## src/rtl/dac_axis_fanout.sv

```systemverilog
// Buffers 128-bit DAC sample words from a valid-only source and broadcasts each word to eight
// AXI-Stream channels. Define DAC_FANOUT_STATS_EN to build the saturating drop/starve counters.
module dac_axis_fanout #(
    parameter int DEPTH   = 16,
    parameter int LEVEL_W = 5
) (
    input  logic                dac_axi_clk,
    input  logic                RESET,
    input  logic [127:0]        in_tdata,
    input  logic                in_tvalid,
    output logic [127:0]        m_tdata,
    output logic [7:0]          m_tvalid,
    input  logic [7:0]          m_tready,
    output logic [LEVEL_W-1:0]  fifo_level,
    output logic                overflow,
    output logic                underflow,
    output logic [15:0]         ovf_count,
    output logic [15:0]         udf_count
);

    localparam int AW = $clog2(DEPTH);
    localparam int PW = AW + 1;

    logic [127:0]       mem [DEPTH];
    logic [PW-1:0]      wr_ptr;
    logic [PW-1:0]      rd_ptr;
    logic [PW-1:0]      wr_ptr_nxt;
    logic [PW-1:0]      rd_ptr_nxt;
    logic [PW-1:0]      occupancy_nxt;
    logic [LEVEL_W-1:0] level_q;

    logic [127:0]       slot_data;
    logic               slot_valid;
    logic [7:0]         taken;
    logic               overflow_q;
    logic               primed;

    logic               fifo_empty;
    logic               fifo_full;
    logic [7:0]         handshake;
    logic               retire;
    logic               pop;
    logic               wr_en;
    logic               drop;

    // Pointers carry one extra wrap bit so full and empty are distinguishable.
    assign fifo_empty = (wr_ptr == rd_ptr);
    assign fifo_full  = (wr_ptr[AW] != rd_ptr[AW]) && (wr_ptr[AW-1:0] == rd_ptr[AW-1:0]);

    assign m_tvalid  = {8{slot_valid}} & ~taken;
    assign handshake = m_tvalid & m_tready;
    assign retire    = slot_valid && ((taken | handshake) == 8'hFF);

    // A full FIFO still accepts a word when the head leaves on the same edge.
    assign pop   = !fifo_empty && (!slot_valid || retire);
    assign wr_en = in_tvalid && (!fifo_full || pop);
    assign drop  = in_tvalid && !wr_en;

    always_comb begin
        wr_ptr_nxt    = wr_ptr + {{AW{1'b0}}, wr_en};
        rd_ptr_nxt    = rd_ptr + {{AW{1'b0}}, pop};
        occupancy_nxt = wr_ptr_nxt - rd_ptr_nxt;
    end

    // NOTE: the storage array has no reset; the pointers alone define which entries are live.
    always_ff @(posedge dac_axi_clk) begin
        if (wr_en) begin
            mem[wr_ptr[AW-1:0]] <= in_tdata;
        end
    end

    // NOTE: all state updates use non-blocking assignments so every register sees pre-edge values.
    always_ff @(posedge dac_axi_clk) begin
        if (RESET) begin
            wr_ptr     <= '0;
            rd_ptr     <= '0;
            level_q    <= '0;
            overflow_q <= 1'b0;
            primed     <= 1'b0;
        end else begin
            wr_ptr  <= wr_ptr_nxt;
            rd_ptr  <= rd_ptr_nxt;
            level_q <= LEVEL_W'(occupancy_nxt);
            if (drop) begin
                overflow_q <= 1'b1;
            end
            if (wr_en) begin
                primed <= 1'b1;
            end
        end
    end

    // The head is read combinationally, so a pop and a write to the same entry on one edge are safe.
    always_ff @(posedge dac_axi_clk) begin
        if (RESET) begin
            slot_data  <= '0;
            slot_valid <= 1'b0;
            taken      <= '0;
        end else if (pop) begin
            slot_data  <= mem[rd_ptr[AW-1:0]];
            slot_valid <= 1'b1;
            taken      <= '0;
        end else if (retire) begin
            slot_valid <= 1'b0;
            taken      <= '0;
        end else begin
            taken <= taken | handshake;
        end
    end

    assign m_tdata    = slot_data;
    assign fifo_level = level_q;
    assign overflow   = overflow_q;
    assign underflow  = primed && !slot_valid && fifo_empty;

`ifdef DAC_FANOUT_STATS_EN
    logic [15:0] ovf_cnt_q;
    logic [15:0] udf_cnt_q;

    always_ff @(posedge dac_axi_clk) begin
        if (RESET) begin
            ovf_cnt_q <= '0;
            udf_cnt_q <= '0;
        end else begin
            if (drop && (ovf_cnt_q != 16'hFFFF)) begin
                ovf_cnt_q <= ovf_cnt_q + 16'd1;
            end
            if (underflow && (udf_cnt_q != 16'hFFFF)) begin
                udf_cnt_q <= udf_cnt_q + 16'd1;
            end
        end
    end

    assign ovf_count = ovf_cnt_q;
    assign udf_count = udf_cnt_q;
`else
    assign ovf_count = '0;
    assign udf_count = '0;
`endif

endmodule
```

## config.mk

```make
export PLATFORM = sky130hd
export DESIGN_NAME = dac_axis_fanout
export DESIGN_NICKNAME = d
export VERILOG_FILES = /design/src/rtl/dac_axis_fanout.sv
export SDC_FILE = /design/constraint.sdc
export NUM_CORES = 2
export LEC_CHECK = 0
export CORE_MARGIN = 4
export CORE_UTILIZATION = 45
export CTS_CLUSTER_SIZE = 40
export DETAILED_ROUTE_END_ITERATION = 16
export GPL_TIMING_DRIVEN = 0
export PLACE_DENSITY = 0.72
export SETUP_SLACK_MARGIN = 0.2
export SKIP_CTS_REPAIR_TIMING = 1
export SLEW_MARGIN = 30
export SYNTH_ARGS = -nofsm -noshare
export SYNTH_HDL_FRONTEND = slang
export SYNTH_SLANG_ARGS = --single-unit
```

## constraint.sdc

```tcl
create_clock -name dac_axi_clk -period 33.3 [get_ports dac_axi_clk]
set_input_delay 3.33 -clock dac_axi_clk [delete_from_list [all_inputs] [get_ports dac_axi_clk]]
set_output_delay 3.33 -clock dac_axi_clk [all_outputs]
set_load 0.005 [all_outputs]
```

==> results list <==
- Outcome: finished clean
- Largest net degree at the start of global routing: 17
- Number of I/O port buffers: 280
- Fraction of final layout cells sized beyond drive strength 1: ~29%
* Number of CTS-inserted buffers: 198
- For flop-to-flop paths, the worst setup slack is around 29 ns.
- The later pin in the worst-skew pair is clocked with a latency of around 0.84 ns.
- Initial Utilization: 45.43%
* Critical path startpoint: m_tready[2]
- Yosys printed 0 warnings.
* Unrepaired setup endpoints after global routing: false
* Max frequency: ~0.14 GHz
- Sequential power share: 47.5%
- In the final layout, the multi-input gates occupy ~17,000 um^2.
- #FFs+latches synth: 2,202
- The floorplan step defined a core boundary enclosing 181,300 um^2.
- Count of nets left with antenna violations after detail routing: 0
- Net switching is 25.42% of the power.
* Number of cells on the worst hold path: 2
- Pin slew with the least headroom to its limit: 1.014 ns
- By instance count, the leading cell after synthesis is edfxtp_1.
* Synth-to-Final Area Change: 18.92%
- Ranked by total cell area, the synthesized netlist is headed by edfxtp_1 (75%), mux4_2 (14%), dfxtp_1 (3.7%), a22o_1 (2.7%), o22ai_1 (1.0%).
- Static Leak: 31.80 nW
* Last weighted congestion value of the routability-driven placer: about 0.77
* Reg2reg path depth: 12
- CTS tree: yes
* GRT overflow: 0
- Type of the worst setup path: primary input to register
* Vias in the first global route: 43.47k
- The pre-antenna-repair detailed-routing pass consisted of 6 iterations.
- CTS placed an instance of clkbuf_16 at the clock tree root.
- Reg-to-Reg End: mem[12][37]
- Startpoint of the tightest hold check path: m_tdata[102]
- Row count: 156
- Internal power summed over all cells: around 5 mW
* Worst Path Required: 33.84 ns
* Number of antenna violations at the first check in global routing: 45
* Clock-pin slew on the worst setup and hold paths: 0.06 ns
- Data arrival, critical path: 7.51 ns
* Total area of sequential cells: 64,580 um^2
- Before CTS, the worst setup slack after placement is between 20 and 30 ns.
- Final setup skew: 0.02716 ns
- Summing every instance area after synthesis gives 82,370 um^2.
* Fin crit period: 6.965 ns
* Dpl cells: 6,860
- Post-route fraction of the period consumed by the critical path: 20.92%
- Worst min-delay path category: register to register
- Once placement finished, the instance area stood at 91,480 um^2.
- For this design the top-level I/O count stands at 314.
- Net Sw Power: approximately 1.7 mW
- In this run, the combinational gates consume between 10% and 20% of the power.
* H-Tree Level Count: 4
- For this design the ratio of total power to cell area is 68.46 nW/um^2.
- The tree built by TritonCTS fans out to 2,202 sinks.
- Fill cell instance count of the final layout: 13.31k
* # DRC: 0
- In this run, the number of DRC markers left after iteration 0 of detailed routing was 4,962.
- Summed over all instances, the cell type with the most area after synthesis is edfxtp_1.
- Dividing the synthesized area by the synthesized cell count gives about 22 um^2.
- Synth top area share: 74.66%
- The first global-routing pass estimated 308.5 mm of wire.
- Die Ht: between 400 and 500 um
- Worst-case clock buffer depth: 3
- Worst-case setup margin in the final layout: about 26 ns
- The floorplan step defined a die boundary enclosing 190,000 um^2.
- Endpoint of the worst hold path: m_tdata[102]
- After routing the design area is 97,960 um^2.
* Number of unique standard cell types used by synthesis: 43
* Half-perimeter wire length after detailed placement: 147.4 mm
* Wire length reported by the detailed router: 212.2 mm
* Number of nets in the layout: a little under 5k
- In the global route stage, overall resource usage came out at 22.29%.
* Hold Vio Cnt, Final: 0
* Reg-to-Reg Start: taken[2]
- Of the synthesized area, sequential elements account for between 70% and 80%.
- Along the worst path, the maximum fanout reaches 7.
- For this run, asynchronously set or reset flops after synthesis account for 0%.
- Most used flip-flop cell after synthesis: edfxtp_1
- Sorting the synthesized cells by how often they occur yields edfxtp_1 (2,048), mux4_2 (512), a22o_1 (256), dfxtp_1 (154), nor2_1 (139).
- For this block, the via count after detailed routing is 42.54k.
- Worst vdd rail ir drop: 0.00005035 V
- STA classifies the critical path endpoint as a register.
- Post-Syn Instances: 3,744
- After detailed routing, the number of vias per cell comes to between 5 and 6.
* Slew Limit Fails: 0
- Clock Power Share: 33.6%
- Max-cap check violation count: 0
- Number of enable-type register cells in the synthesized netlist: 2,048
- In the final routed layout, each cell accounts on average for 29.24 um.
- Post-Layout Cell Count: slightly above 7k
- From left edge to right edge, the die measures 435.8 um.
- Relative slew margins: 32.41%
* Number of endpoints failing setup at the final stage: 0
- Crit start category: primary input
worst max path at each step:
stage / end / slack [ns] / cells past startpoint
2_1_floorplan: mem[0][0] / 16.26 / 4
3_3_place_gp: mem[0][38] / -0.54 / 5
3_5_place_dp: mem[12][37] / 25.60 / 13
4_1_cts: m_tvalid[2] / 26.33 / 3
5_1_grt: mem[8][57] / 26.34 / 12
6_report: mem[12][37] / 26.33 / 13
worst max-delay path, cell delays in order:
cell             delay (ns)
clkdlybuf4s50_1        0.50
o22ai_1                0.14
o41ai_4                0.88
nor3_2                 0.26
nor4_2                 0.59
buf_2                  0.35
buf_4                  0.20
buf_2                  0.20
buf_4                  0.18
buf_2                  0.18
buf_2                  0.24
buf_2                  0.23
buf_2                  0.21
cell type report:
type	instances	area share, %
Buffer	257	1.419
Timing Repair Buffer	715	6.039
Sequential cell	2202	65.93
Antenna cell	25	0.06387
Tap cell	2370	3.027
Inverter	7	0.02682
Clock inverter	114	1.030
Multi-Input combinational cell	1309	16.95
Clock buffer	257	5.517
state kept, by name (all words and copies together), names as in the netlist:
| name | flops |
|---|---|
| mem | 2048 |
| m_tdata | 128 |
| taken | 8 |
| fifo_level | 5 |
| rd_ptr | 5 |
| wr_ptr | 5 |
| overflow | 1 |
| primed | 1 |
| slot_valid | 1 |
metal layers:
metal,vias to the layer above,GRT usage (%),share of wire [%]
met1,22290,28.17,36
met3,430,4.503,8.2
met5,-,0,0.042
li1,17600,-,-
met4,14,11.74,5.4
met2,2213,36.69,50
cell families (layout without fill, tap and decap cells):
group / after synthesis / after routing / share of synthesized area (%)
AO/OA/AOI/OAI: 409 / 409 / 3.914
XOR/XNOR: 14 / 14 / 0.1656
adder cells (fa/ha/maj): 9 / 9 / 0.1458
buffers and inverters: 264 / 1350 / 1.704
flip-flops: 2202 / 2202 / 78.40
multiplexers: 512 / 512 / 14.00
other: 1 / 57 / 0.004552
AND/OR/NAND/NOR: 333 / 333 / 1.666
metrics by stage:
stage / total power, mW / TNS (ns) / hold slack [ns] / utilization (%)
2_1_floorplan: 3.979 / 0 / 0.4323 / -
3_3_place_gp: 4.509 / -118.45 / 0.4423 / 48.67
3_5_place_dp: 4.517 / 0 / 0.4579 / 50.45
4_1_cts: 6.745 / 0 / 0.4700 / 53.99
5_1_grt: 6.938 / 0 / 0.4887 / 54.01
6_report: 6.706 / 0 / 0.4670 / 54.02
cell usage in the layout, fill, tap and decap left out, types with 3 or more instances in the layout:
cell type,n
clkinv_2,41
a22o_1,256
o22ai_1,132
buf_1,28
clkbuf_8,10
xnor2_1,8
nor2b_1,12
conb_1,32
nand2_1,137
nand3_1,13
o21ai_0,9
clkbuf_2,6
ha_1,8
clkdlybuf4s50_1,280
dfxtp_1,154
nor4_2,5
inv_1,7
buf_4,337
inv_6,5
nor3_2,13
and2_1,3
buf_6,51
diode_2,25
xor2_1,5
nor2_1,139
buf_2,178
clkinv_1,42
edfxtp_1,2048
clkbuf_1,133
mux4_2,512
clkbuf_16,204
clkinvlp_4,5
bufinv_16,16
power by group through the flow:
stage,sequential [mW],clock (mW),combinational (mW)
after floorplan,3.23,0,0.744
after global placement,3.26,0,1.24
after detailed placement,3.24,0,1.27
after CTS,3.19,2.28,1.28
after global routing,3.19,2.40,1.35
final,3.18,2.25,1.27
No activity file was read; power rests on OpenSTA's default activity.
